File: src/rtl/cipher_host_ctrl.sv
// cipher_host_ctrl: host-side sequencer feeding key/blocks to one cipher_unit and returning results
module cipher_host_ctrl #(
   parameter int CK_HOLD     = 2,
   parameter int TIMEOUT_CYC = 64
) (
   input  logic              CLK,
   input  logic              CLR,
   input  logic              key_valid,
   output logic              key_ready,
   input  logic [255:0]      key_in,
   input  logic [1:0]        key_len,
   input  logic              in_valid,
   output logic              in_ready,
   input  logic [127:0]      in_data,
   input  logic              in_enc_dec,
   output logic              out_valid,
   input  logic              out_ready,
   output logic [127:0]      out_data,
   output logic              out_enc_dec,
   output logic              busy,
   output logic              err,
   output logic [15:0]       blk_cnt,
   output logic              cu_clr,
   output logic              cu_ck,
   output logic [7:0][31:0]  cu_key,
   output logic [1:0]        cu_kl,
   output logic              cu_enc_dec,
   output logic [3:0][31:0]  cu_state_i,
   input  logic [3:0][31:0]  cu_state_o,
   input  logic              cu_cf
);
   localparam int CW = $clog2(CK_HOLD + 1);
   localparam int TW = $clog2(TIMEOUT_CYC + 1);

   typedef enum logic [2:0] {IDLE, KEYCLR, START, RUN, HOLD} state_t;

   state_t            state_q;
   logic              key_loaded_q;
   logic              out_valid_q;
   logic              err_q;
   logic [15:0]       blk_cnt_q;
   logic              cu_clr_q;
   logic              cu_ck_q;
   logic [7:0][31:0]  cu_key_q;
   logic [1:0]        cu_kl_q;
   logic              cu_enc_dec_q;
   logic [3:0][31:0]  cu_state_i_q;
   logic [127:0]      out_data_q;
   logic              out_enc_dec_q;
   logic [TW-1:0]     timer_q;
   logic [CW-1:0]     ck_cnt_q;

   assign key_ready   = state_q == IDLE;
   assign in_ready    = (state_q == IDLE) & key_loaded_q & ~key_valid;
   assign busy        = state_q != IDLE;
   assign out_valid   = out_valid_q;
   assign out_data    = out_data_q;
   assign out_enc_dec = out_enc_dec_q;
   assign err         = err_q;
   assign blk_cnt     = blk_cnt_q;
   assign cu_clr      = cu_clr_q;
   assign cu_ck       = cu_ck_q;
   assign cu_key      = cu_key_q;
   assign cu_kl       = cu_kl_q;
   assign cu_enc_dec  = cu_enc_dec_q;
   assign cu_state_i  = cu_state_i_q;

   // Control FSM: key load with CK clear pulse, block start, run with timeout, result hold
   always_ff @(posedge CLK) begin
      if (CLR) begin
         state_q       <= IDLE;
         key_loaded_q  <= 1'b0;
         out_valid_q   <= 1'b0;
         err_q         <= 1'b0;
         blk_cnt_q     <= '0;
         cu_clr_q      <= 1'b1;
         cu_ck_q       <= 1'b1;
         cu_key_q      <= '0;
         cu_kl_q       <= '0;
         cu_enc_dec_q  <= 1'b0;
         cu_state_i_q  <= '0;
         out_data_q    <= '0;
         out_enc_dec_q <= 1'b0;
         timer_q       <= '0;
         ck_cnt_q      <= '0;
      end else begin
         case (state_q)
            IDLE: begin
               if (key_valid) begin
                  cu_key_q <= key_in;
                  cu_kl_q  <= key_len;
                  if (key_len == 2'd3) begin
                     err_q        <= 1'b1;
                     key_loaded_q <= 1'b0;
                  end else begin
                     key_loaded_q <= 1'b1;
                     cu_ck_q      <= 1'b1;
                     ck_cnt_q     <= '0;
                     state_q      <= KEYCLR;
                  end
               end else if (in_valid && key_loaded_q) begin
                  cu_state_i_q <= in_data;
                  cu_enc_dec_q <= in_enc_dec;
                  state_q      <= START;
               end
            end
            KEYCLR: begin
               if (ck_cnt_q == CW'(CK_HOLD - 1)) begin
                  cu_ck_q <= 1'b0;
                  state_q <= IDLE;
               end else begin
                  ck_cnt_q <= ck_cnt_q + 1'b1;
               end
            end
            START: begin
               cu_clr_q <= 1'b0;
               timer_q  <= '0;
               state_q  <= RUN;
            end
            RUN: begin
               if (cu_cf) begin
                  out_data_q    <= cu_state_o;
                  out_enc_dec_q <= cu_enc_dec_q;
                  out_valid_q   <= 1'b1;
                  blk_cnt_q     <= blk_cnt_q + 1'b1;
                  cu_clr_q      <= 1'b1;
                  state_q       <= HOLD;
               end else if (timer_q == TW'(TIMEOUT_CYC - 1)) begin
                  err_q    <= 1'b1;
                  cu_clr_q <= 1'b1;
                  state_q  <= IDLE;
               end else begin
                  timer_q <= timer_q + 1'b1;
               end
            end
            HOLD: begin
               if (out_ready) begin
                  out_valid_q <= 1'b0;
                  state_q     <= IDLE;
               end
            end
            default: state_q <= IDLE;
         endcase
      end
   end
endmodule

File: config.mk
export PLATFORM = sky130hd
export DESIGN_NAME = cipher_host_ctrl
export DESIGN_NICKNAME = d
export VERILOG_FILES = /design/src/rtl/cipher_host_ctrl.sv
export SDC_FILE = /design/constraint.sdc
export NUM_CORES = 1
export LEC_CHECK = 0
export CORE_AREA = 3 3 407 409
export DETAILED_ROUTE_END_ITERATION = 10
export DIE_AREA = 0 0 410 412
export DONT_BUFFER_PORTS = 1
export SLEW_MARGIN = 20
export SYNTH_ARGS = -nofsm -noshare
export SYNTH_HDL_FRONTEND = slang
export SYNTH_SLANG_ARGS = --single-unit
File: constraint.sdc
create_clock -name CLK -period 2.05 [get_ports CLK]
set_clock_uncertainty 0.05 [all_clocks]
set_input_delay 0.41 -clock CLK [delete_from_list [all_inputs] [get_ports CLK]]
set_output_delay 0.41 -clock CLK [all_outputs]
set_load 0.02 [all_outputs]
==> results of run 1 <==
==> placed cells by master, fill, tap and decap left out, drive strengths merged, types with 6 or more instances in the layout <==
cell and count:
or3 9, dlygate4sd3 527, buf 72, dfxtp 549
a21oi 531, o21ai 11, diode 93, inv 12
nand4 8, clkbuf 94, nor2 14, nand3 7
clkinvlp 7, bufinv 6, clkinv 13, nand2 1053
==> final cells by class <==
type,instances,area share
sequential,549,0.367
multi-input combinational,1700,0.249
timing repair buffer,599,0.207
tap,2175,0.0908
clock buffer,94,0.0655
clock inverter,29,0.0122
antenna,93,0.00777
inverter,9,0.00134
==> power by group <==
group | internal (mW) | switching, mW
Combinational | 1.29 | 1.43
Sequential | 11.2 | 1.31
Clock | 7.52 | 5.23
Total | 20.0 | 7.97
==> state kept, by name, summed over array words and instances (netlist names) <==
signal        cells
blk_cnt          16
cu_ck             1
out_enc_dec       1
cu_state_i      128
cu_key          256
cu_enc_dec        1
cu_clr            1
key_loaded_q      1
ck_cnt_q          2
out_valid         1
out_data        128
state_q           3
timer_q           7
cu_kl             2
err               1
==> critical path: cells and delay by family (launching register included) <==
family	cells	cell delay (ps)
simple gates	1	240
buf+inv	3	300
flops	1	360
==> what timing repair did <==
action / 4_1_cts / 5_1_grt
hold buffers: 517 / 12
hold endpoints to repair: 545 / 46
pin swaps: 1 / 1
setup endpoints to repair: 3 / 6
resized for setup: 19 / 5
setup buffers: 5 / 3
==> worst min path at each step <==
stage / start / endpoint / slack [ps] / depth (start not counted)
after floorplan: timer_q[6]$_SDFFE_PP0P_ / timer_q[6]$_SDFFE_PP0P_ / 400 / 1
after global placement: timer_q[6]$_SDFFE_PP0P_ / timer_q[6]$_SDFFE_PP0P_ / 410 / 1
after detailed placement: timer_q[6]$_SDFFE_PP0P_ / timer_q[6]$_SDFFE_PP0P_ / 410 / 1
after CTS: CLR / cu_key[32]$_SDFFE_PP0P_ / -320 / 1
after global routing: CLR / cu_key[59]$_SDFFE_PP0P_ / -270 / 1
final: CLR / cu_key[64]$_SDFFE_PP0P_ / -190 / 1
==> routing by layer <==
metal / up-vias / part of all wire
met2: 1129 / 0.47
li1: 9056 / -
met4: 42 / 0.049
met3: 336 / 0.14
met5: - / 0.0019
met1: 9456 / 0.34
==> metrics by stage <==
step	cells	total power, mW	utilization	setup TNS, ps	area (µm²)
floorplan	2438	13.4	-	0	19200
global placement	4495	14.3	0.135	0	22000
detailed placement	4495	14.3	0.135	0	22000
CTS	5140	28.4	0.182	-170	29500
global route	5220	29.0	0.184	-240	29900
finish	5248	28.0	0.185	0	30000
==> kinds of logic after synthesis <==
group | synth area share
simple gates | 0.229
compound gates | 0.150
buf+inv | 0.0410
mux | 0.00163
xor+xnor | 0.00411
fa+ha+maj | 0.00196
flops | 0.573
==> impl_metrics.sql, run 1 <==
INSERT INTO impl_metrics (metric_group, metric, value, unit) VALUES
('worst_setup_path', 'rr_endpoint', 'err$_SDFFE_PP0P_', ''),
('global_route', 'grt.busiest_layer', 'met2', ''),
('synthesis', 'netlist_instances', '2438', ''),
('die', 'ioPinCount', '1060', ''),
('synthesis', 'synth.distinct_cells', '47', ''),
('sta', 'setup-violations-final', '0', ''),
('global_route', 'grtUsageTotal', '0.152', ''),
('routing', 'wl_per_cell', '25.9', 'µm'),
('worst_setup_path', 'crit_path_cell_trace', 'nor3_4 -> buf_6 -> inv_4 -> buf_12', ''),
('sta', 'hold_ws', '-193', 'ps'),
('sta', 'slew_viol_final', '180', ''),
('sta', 'slew-limit-headroom', '-0.219', ''),
('synthesis', 'synth.area.top_cells', 'sky130_fd_sc_hd__dfxtp_1 57%, sky130_fd_sc_hd__nand2_1 21%, sky130_fd_sc_hd__a21oi_1 14%', ''),
('cts', 'cts_root_buffer', 'sky130_fd_sc_hd__clkbuf_16', ''),
('die', 'die_area', '169000', 'µm²'),
('routing', 'totalWireLength', '136000', 'µm'),
('placed_design', 'place.port_buffers', '0', ''),
('worst_setup_path', 'timing.critical_path.required', '1590', 'ps'),
('sta', 'worst_slew_pin_slew', '1830', 'ps'),
('die', 'row_count', '148', ''),
('worst_setup_path', 'r2r_cells', '7', ''),
('die', 'die_h', '412', 'µm'),
('synthesis', 'syn_nets', '2962', ''),
('die', 'placeableCoreArea', '162000', 'µm²'),
('job', 'max_cap_viol_count', '0', ''),
('cts', 'clock_latency', '680', 'ps'),
('worst_setup_path', 'r2r_start', 'state_q[0]$_SDFFE_PP0P_', ''),
('synthesis', 'synth_enable_flop_cells', '0', ''),
('cts', 'cts.path.max_buffers', '3', ''),
('synthesis', 'netlist_area', '19200', 'µm²'),
('synthesis', 'top_area_cell_type_share_of_the_netlist_area', '0.573', ''),
('cts', 'cts_max_level', '3', ''),
('outcome', 'violations', 'hold timing, slew limit', ''),
('routing', 'firstDrtPassIters', '7', ''),
('worst_setup_path', 'cp.arrival', '1580', 'ps'),
('synthesis', 'dominantRegCellSynth', 'sky130_fd_sc_hd__dfxtp_1', ''),
('global_route', 'grt.met2_usage', '0.251', ''),
('synthesis', 'yosysTopAreaCell', 'sky130_fd_sc_hd__dfxtp_1', ''),
('synthesis', 'yosys_warnings', '0', ''),
('worst_hold_path', 'min-delay-path-class', 'in2reg', ''),
('cts', 'clock-sinks', '549', ''),
('die', 'fp.dieW', '410', 'µm'),
('worst_setup_path', 'crit_fanout', '4', ''),
('routing', 'post_drt_via_cell_ratio', '3.81', ''),
('routing', 'ant_nets', '0', ''),
('sta', 'clock.fmax', '489', 'MHz'),
('synthesis', 'most_instantiated_library_cell_after_synthesis', 'sky130_fd_sc_hd__nand2_1', ''),
('global_route', 'globalRouteMet1Util', '0.151', ''),
('worst_setup_path', 'cpPeakStageDelay', '360', 'ps'),
('synthesis', 'ys_ff_latch', '549', ''),
('sta', 'fin_ws', '6.92', 'ps'),
('die', 'initial_utilization', '0.118', ''),
('worst_setup_path', 'ff2ff_setup_slack', '60', 'ps'),
('worst_setup_path', 'startpoint', 'state_q[1]$_SDFFE_PP0P_', ''),
('placed_design', 'post-place-ws', '137', 'ps'),
('global_route', 'use_met3', '0.0974', ''),
('outcome', 'status', 'complete, but fails checks', ''),
('final_layout', 'ff_latch_area', '11000', 'µm²'),
('global_route', 'grt_first_pass_wirelength', '173000', 'µm'),
('final_layout', 'fin_nets', '3453', ''),
('placed_design', 'gp_congestion', '0.892', ''),
('global_route', 'antenna_violations_before_repair', '154', ''),
('sta', 'finalCriticalPeriod', '2040', 'ps'),
('synthesis', 'ys_seq_area_frac', '0.573', ''),
('final_layout', 'drive_above_1_share', '0.0678', ''),
('worst_setup_path', 'worst_setup_ep', 'busy', ''),
('power_and_ir_drop', 'areal_power_density_over_the_cells', '933', 'nW/µm²'),
('sta', 'layout_worst_path_cycle_share', '0.997', ''),
('sta', 'final_hold_viol_count', '25', ''),
('global_route', 'first_global_vias', '18600', ''),
('worst_setup_path', 'worst-setup-path-type', 'reg2out', '');
Power figures use the tool's default switching activity.
==> run 2, diff against run 1 <==
- PLACE_DENSITY_LB_ADDON: not set -> 0.08
==> impl_metrics.sql, run 2 (synthesis results as in run 1) <==
INSERT INTO impl_metrics (metric_group, metric, value, unit) VALUES
('global_route', 'antenna_violations_before_repair', '34', ''),
('worst_setup_path', 'r2r_cells', '6', ''),
('worst_hold_path', 'hp-start', 'CLR', ''),
('cts', 'cts.path.max_buffers', '3', ''),
('routing', 'firstDrtPassIters', '5', ''),
('final_layout', 'fillerInstances', '18300', ''),
('worst_setup_path', 'cp.arrival', '1590', 'ps'),
('routing', 'totalWireLength', '103000', 'µm'),
('power_and_ir_drop', 'p_leak', '10.2', 'nW'),
('worst_setup_path', 'ff2ff_setup_slack', '110', 'ps'),
('placed_design', 'place.port_buffers', '0', ''),
('cts', 'clk_transition_reported_paths', '60', 'ps'),
('sta', 'hold_ws', '-203', 'ps'),
('die', 'initial_utilization', '0.118', ''),
('worst_setup_path', 'r2r_start', 'state_q[0]$_SDFFE_PP0P_', ''),
('cts', 'clock-sinks', '549', ''),
('die', 'die_area', '169000', 'µm²'),
('global_route', 'grt_remaining_overflow', '0', ''),
('power_and_ir_drop', 'areal_power_density_over_the_cells', '972', 'nW/µm²'),
('global_route', 'grtUsageTotal', '0.115', ''),
('routing', 'vias_after_detailed_routing', '18700', ''),
('sta', 'setup_repair_after_global_routing_missed_its_margin', 'yes', ''),
('cts', 'cts_max_level', '3', ''),
('final_layout', 'postLayoutCellArea', '29900', 'µm²'),
('worst_setup_path', 'critical_path.startpoint_type', 'flop', ''),
('die', 'ioPinCount', '1060', ''),
('sta', 'worst_slew_pin_slew', '1220', 'ps'),
('worst_setup_path', 'critical_path.endpoint_type', 'primary output', ''),
('final_layout', 'mostFrequentLayoutCell', 'sky130_fd_sc_hd__nand2_1', ''),
('sta', 'layout_worst_path_cycle_share', '1.00', ''),
('sta', 'setup_total_negative_slack', '-2.48', 'ps'),
('final_layout', 'max_ffs_per_register', '256', ''),
('cts', 'clock_latency', '650', 'ps'),
('die', 'fp.dieW', '410', 'µm'),
('sta', 'final_hold_viol_count', '102', ''),
('die', 'placeableCoreArea', '162000', 'µm²'),
('final_layout', 'fin_nets', '3444', ''),
('power_and_ir_drop', 'post-layout-total-power', '29.1', 'mW'),
('worst_setup_path', 'crit_fanout', '3', ''),
('die', 'die_h', '412', 'µm'),
('cts', 'cts_root_buffer', 'sky130_fd_sc_hd__clkbuf_16', ''),
('worst_setup_path', 'rr_endpoint', 'blk_cnt[0]$_SDFFE_PP0P_', ''),
('final_layout', 'area_growth_syn_to_layout', '55.9', '%'),
('global_route', 'first_global_vias', '19000', ''),
('sta', 'fin_ws', '-2.48', 'ps'),
('sta', 'slew-limit-headroom', '0.186', ''),
('worst_setup_path', 'worst-setup-path-type', 'reg2out', ''),
('routing', 'post_drt_via_cell_ratio', '3.62', ''),
('final_layout', 'final_cell_mix', '1052 x sky130_fd_sc_hd__nand2_1, 546 x sky130_fd_sc_hd__dfxtp_1, 531 x sky130_fd_sc_hd__a21oi_1', ''),
('placed_design', 'hpwl', '76800', 'µm'),
('global_route', 'grt_first_pass_wirelength', '141000', 'µm'),
('placed_design', 'placedInstanceArea', '22000', 'µm²'),
('sta', 'clock.fmax', '487', 'MHz'),
('final_layout', 'final_core_util', '0.184', ''),
('routing', 'dr.first_iter.drc_count', '985', ''),
('worst_hold_path', 'whs_path_depth', '1', ''),
('routing', 'number_of_design_rule_violations_left_after_detail_routing', '0', ''),
('job', 'max_cap_viol_count', '0', ''),
('sta', 'slew_viol_final', '0', ''),
('sta', 'finalCriticalPeriod', '2050', 'ps'),
('worst_hold_path', 'min-delay-path-class', 'in2reg', ''),
('worst_hold_path', 'min_delay_worst_endpoint', 'out_data[17]$_SDFFE_PP0P_', ''),
('worst_setup_path', 'timing.critical_path.required', '1590', 'ps'),
('routing', 'wl_per_cell', '20.0', 'µm'),
('sta', 'setup-violations-final', '1', ''),
('outcome', 'violations', 'hold timing, setup timing', ''),
('outcome', 'status', 'complete, but fails checks', ''),
('global_route', 'grt_max_degree', '547', ''),
('placed_design', 'post-place-ws', '90.0', 'ps'),
('cts', 'numCtsBuffers', '78', ''),
('placed_design', 'gp_congestion', '0.842', ''),
('routing', 'ant_nets', '0', ''),
('final_layout', 'drive_above_1_share', '0.0771', ''),
('cts', 'tritoncts', 'yes', ''),
('placed_design', 'dp.cells', '4508', ''),
('final_layout', 'finalNonFillerCells', '5171', ''),
('die', 'row_count', '148', ''),
('power_and_ir_drop', 'max-vdd-ir-drop', '518', 'µV');
[run 2: cell types whose count changed in the layout (fill, tap and decap cells not counted), moves of 6 or more]
cell	previous run	this run
sky130_fd_sc_hd__clkbuf_8	10	21
sky130_fd_sc_hd__dlygate4sd3_1	527	493
sky130_fd_sc_hd__buf_4	40	58
sky130_fd_sc_hd__clkbuf_16	71	83
sky130_fd_sc_hd__buf_12	28	21
sky130_fd_sc_hd__diode_2	93	14
sky130_fd_sc_hd__clkbuf_1	13	19
[run 2: repair_timing]
item	in CTS	in global routing
endpoints found under the hold margin	545	205
endpoints found under the setup margin	3	23
resized for setup	14	7
pin swaps	1	3
cloned	0	3
setup buffers	3	8
hold buffers	501	11
[run 2: critical path: stages, from the launching register on]
cell	delay, ps
sky130_fd_sc_hd__dfxtp_4	370
sky130_fd_sc_hd__nor3_4	200
sky130_fd_sc_hd__buf_6	180
sky130_fd_sc_hd__inv_4	50
sky130_fd_sc_hd__buf_8	130
[run 2: how the worst max path moves through the flow]
| stage | start | endpoint | cells past startpoint |
|---|---|---|---|
| finish | state_q[1]$_SDFFE_PP0P_ | busy | 4 |
| global route | state_q[1]$_SDFFE_PP0P_ | busy | 4 |
| CTS | state_q[1]$_SDFFE_PP0P_ | in_ready | 4 |
| detailed placement | state_q[1]$_SDFFE_PP0P_ | blk_cnt[14]$_SDFFE_PP0P_ | 4 |
| global placement | state_q[1]$_SDFFE_PP0P_ | blk_cnt[12]$_SDFFE_PP0P_ | 4 |
| floorplan | blk_cnt[0]$_SDFFE_PP0P_ | blk_cnt[12]$_SDFFE_PP0P_ | 5 |
[run 2: cell type report]
cell class                      instances  area, µm²  share of cell area
Timing Repair Buffer                  582       5980               0.200
Sequential cell                       549      11000               0.368
Inverter                                9       36.3             0.00121
Clock buffer                          120       2360              0.0790
Clock inverter                         22        319              0.0107
Tap cell                             2175       2720              0.0910
Multi-Input combinational cell       1700       7450               0.249
Antenna cell                           14       35.0             0.00117
[run 2: where the power goes]
part | internal [mW] | total, mW | switching [mW]
clock | 8.80 | 14.2 | 5.39
combinational | 1.27 | 2.59 | 1.32
sequential | 11.2 | 12.3 | 1.10
[run 2: per-layer routing]
layer | up-vias | part of all wire | GRT usage
met2 | 766 | 0.51 | 0.206
met4 | 14 | 0.026 | 0.0381
met3 | 145 | 0.097 | 0.0474
met1 | 8890 | 0.37 | 0.121
met5 | - | 0.00092 | 0
li1 | 8916 | - | -
==> run 3, diff against run 2 <==
- CAP_MARGIN: not set -> 20
- CORE_AREA: 3 3 407 409 -> 3 3 409 411
- DIE_AREA: 0 0 410 412 -> 0 0 412 414
- RECOVER_POWER: not set -> 50
- clock period: 2.05 -> 2.45 ns (I/O delays scaled with it)
==> impl_metrics.sql, run 3 (synthesis results as in run 1) <==
INSERT INTO impl_metrics (metric_group, metric, value, unit) VALUES
('outcome', 'status', 'finished, final reports clean', ''),
('final_layout', 'final_core_util', '0.200', ''),
('worst_setup_path', 'critical_path.endpoint_type', 'flop', ''),
('worst_setup_path', 'critPathMostFrequentCell', 'sky130_fd_sc_hd__buf_4', ''),
('power_and_ir_drop', 'max-vdd-ir-drop', '531', 'µV'),
('power_and_ir_drop', 'p_leak', '12.1', 'nW'),
('die', 'fp.dieW', '412', 'µm'),
('routing', 'totalWireLength', '117000', 'µm'),
('final_layout', 'final_cell_mix', '1052 x sky130_fd_sc_hd__nand2_1, 820 x sky130_fd_sc_hd__dlygate4sd3_1, 546 x sky130_fd_sc_hd__dfxtp_1', ''),
('final_layout', 'ff_latch_area', '11000', 'µm²'),
('placed_design', 'gp_congestion', '0.826', ''),
('global_route', 'grtUsageTotal', '0.128', ''),
('final_layout', 'fillerInstances', '18500', ''),
('power_and_ir_drop', 'comb_power_share', '0.109', ''),
('die', 'initial_utilization', '0.117', ''),
('final_layout', 'drive_above_1_share', '0.0587', ''),
('sta', 'worst_slew_pin_slew', '713', 'ps'),
('final_layout', 'multi_input_area', '7430', 'µm²'),
('sta', 'setup-violations-final', '0', ''),
('job', 'max_cap_viol_count', '0', ''),
('placed_design', 'placedInstanceArea', '21800', 'µm²'),
('global_route', 'grt_first_pass_wirelength', '157000', 'µm'),
('cts', 'cts_max_level', '3', ''),
('worst_setup_path', 'timing.critical_path.required', '3010', 'ps'),
('final_layout', 'max_ffs_per_register', '256', ''),
('die', 'row_count', '149', ''),
('sta', 'clock.fmax', '431', 'MHz'),
('worst_setup_path', 'crit_path_cell_trace', 'nor3_4 -> and2_4 -> buf_4 -> buf_4 -> clkbuf_16 -> nand2_1 -> a21oi_1 -> dlygate4sd3_1', ''),
('routing', 'number_of_design_rule_violations_left_after_detail_routing', '0', ''),
('power_and_ir_drop', 'internal_power', '17.5', 'mW'),
('cts', 'cts.path.max_buffers', '3', ''),
('worst_setup_path', 'crit_fanout', '35', ''),
('worst_setup_path', 'cp.arrival', '2880', 'ps'),
('sta', 'setup_total_negative_slack', '0', 'ps'),
('cts', 'clock_latency', '660', 'ps'),
('sta', 'fin_ws', '129', 'ps'),
('global_route', 'grt_remaining_overflow', '0', ''),
('die', 'placeableCoreArea', '164000', 'µm²'),
('routing', 'vias_after_detailed_routing', '20200', ''),
('power_and_ir_drop', 'sw_share', '0.281', ''),
('global_route', 'antenna_violations_before_repair', '37', ''),
('die', 'die_h', '414', 'µm'),
('worst_setup_path', 'cpPeakStageDelay', '560', 'ps'),
('routing', 'post_drt_via_cell_ratio', '3.68', ''),
('die', 'die_area', '171000', 'µm²'),
('placed_design', 'hpwl', '78500', 'µm'),
('power_and_ir_drop', 'power.share.sequential', '0.423', ''),
('sta', 'finalCriticalPeriod', '2320', 'ps'),
('cts', 'clk_transition_reported_paths', '60', 'ps'),
('cts', 'cts_root_buffer', 'sky130_fd_sc_hd__clkbuf_16', ''),
('placed_design', 'place.port_buffers', '0', ''),
('routing', 'wl_per_cell', '21.3', 'µm'),
('global_route', 'grt_max_degree', '329', ''),
('cts', 'numCtsBuffers', '78', ''),
('cts', 'tritoncts', 'yes', ''),
('routing', 'firstDrtPassIters', '5', ''),
('routing', 'dr.first_iter.drc_count', '1014', ''),
('placed_design', 'post-place-ws', '376', 'ps'),
('sta', 'final_hold_viol_count', '0', ''),
('worst_setup_path', 'ff2ff_setup_slack', '130', 'ps'),
('worst_setup_path', 'worst-setup-path-type', 'reg2reg', ''),
('sta', 'slew-limit-headroom', '0.525', ''),
('global_route', 'first_global_vias', '20800', ''),
('routing', 'ant_nets', '0', ''),
('worst_setup_path', 'critPathSlowestCell', 'sky130_fd_sc_hd__dlygate4sd3_1', ''),
('sta', 'hold_ws', '99.1', 'ps'),
('final_layout', 'area_growth_syn_to_layout', '71.2', '%'),
('power_and_ir_drop', 'areal_power_density_over_the_cells', '741', 'nW/µm²'),
('worst_hold_path', 'min-delay-path-class', 'in2reg', ''),
('final_layout', 'postLayoutCellArea', '32900', 'µm²'),
('final_layout', 'fin_nets', '3740', ''),
('power_and_ir_drop', 'clock_power_share', '0.469', ''),
('final_layout', 'mostFrequentLayoutCell', 'sky130_fd_sc_hd__nand2_1', ''),
('power_and_ir_drop', 'switchingPower', '6.83', 'mW'),
('sta', 'slew_viol_final', '0', ''),
('die', 'ioPinCount', '1060', ''),
('sta', 'layout_worst_path_cycle_share', '0.947', ''),
('cts', 'clock-sinks', '549', ''),
('worst_setup_path', 'critical_path.startpoint_type', 'flop', '');
run 3: cell count changes in the layout (fill, tap and decap cells not counted), moves of 3 or more:
| cell | change |
|---|---|
| sky130_fd_sc_hd__buf_16 | +4 |
| sky130_fd_sc_hd__buf_4 | -37 |
| sky130_fd_sc_hd__clkbuf_8 | -3 |
| sky130_fd_sc_hd__clkinv_2 | +7 |
| sky130_fd_sc_hd__bufinv_16 | -3 |
| sky130_fd_sc_hd__dlygate4sd3_1 | +327 |
run 3: layout make-up:
type                       count  area share
sequential                   549       0.335
timing repair buffer         878       0.276
multi-input combinational   1700       0.226
tap                         2189      0.0834
clock buffer                 110      0.0686
clock inverter                27     0.00865
antenna                       15     0.00114
inverter                       9     0.00103
run 3: routing by layer:
metal | part of all wire | track usage | up-vias
met1 | 0.38 | 0.138 | 9654
met5 | 0.00027 | 0 | -
li1 | - | - | 9500
met3 | 0.096 | 0.0524 | 192
met2 | 0.49 | 0.220 | 825
met4 | 0.042 | 0.0547 | 6
run 3: final timing paths:
kind,start,endpoint,cells past startpoint
setup / recovery,state_q[0]$_SDFFE_PP0P_,cu_key[161]$_SDFFE_PP0P_,8
hold / removal,CLR,cu_state_i[110]$_SDFFE_PP0P_,2
setup reg to reg,state_q[0]$_SDFFE_PP0P_,cu_key[161]$_SDFFE_PP0P_,8
hold reg to reg,timer_q[6]$_SDFFE_PP0P_,timer_q[6]$_SDFFE_PP0P_,1
run 3: power by group through the flow:
stage | Clock, mW | Combinational, mW | Sequential [mW]
2_1_floorplan | 0 | 1.00 | 10.2
3_5_place_dp | 0 | 1.33 | 10.5
3_3_place_gp | 0 | 1.31 | 10.5
6_report | 11.4 | 2.64 | 10.3
5_1_grt | 12.3 | 2.90 | 10.3
4_1_cts | 12.0 | 2.57 | 10.3
run 3: critical path, delay by kind of cell, from the launching register on:
family	cells	cell delay (ps)
and+or+nand+nor	3	660
AOI/OAI and AO/OA	1	120
buffers and inverters	4	1060
DFF	1	370
run 3: per-stage QoR:
step	std cells	total power [mW]
floorplan	2438	11.2
global placement	4491	11.8
detailed placement	4491	11.8
CTS	5454	24.9
global route	5475	25.5
finish	5477	24.3
run 3: timing repair:
action                                  in CTS  in global routing
endpoints found under the setup margin       2                159
gates cloned                                 0                  5
hold buffers                               826                  0
pin swaps                                    1                  2
gates resized for setup                      7                  5
buffers inserted                             0                  4
endpoints found under the hold margin      539                  0
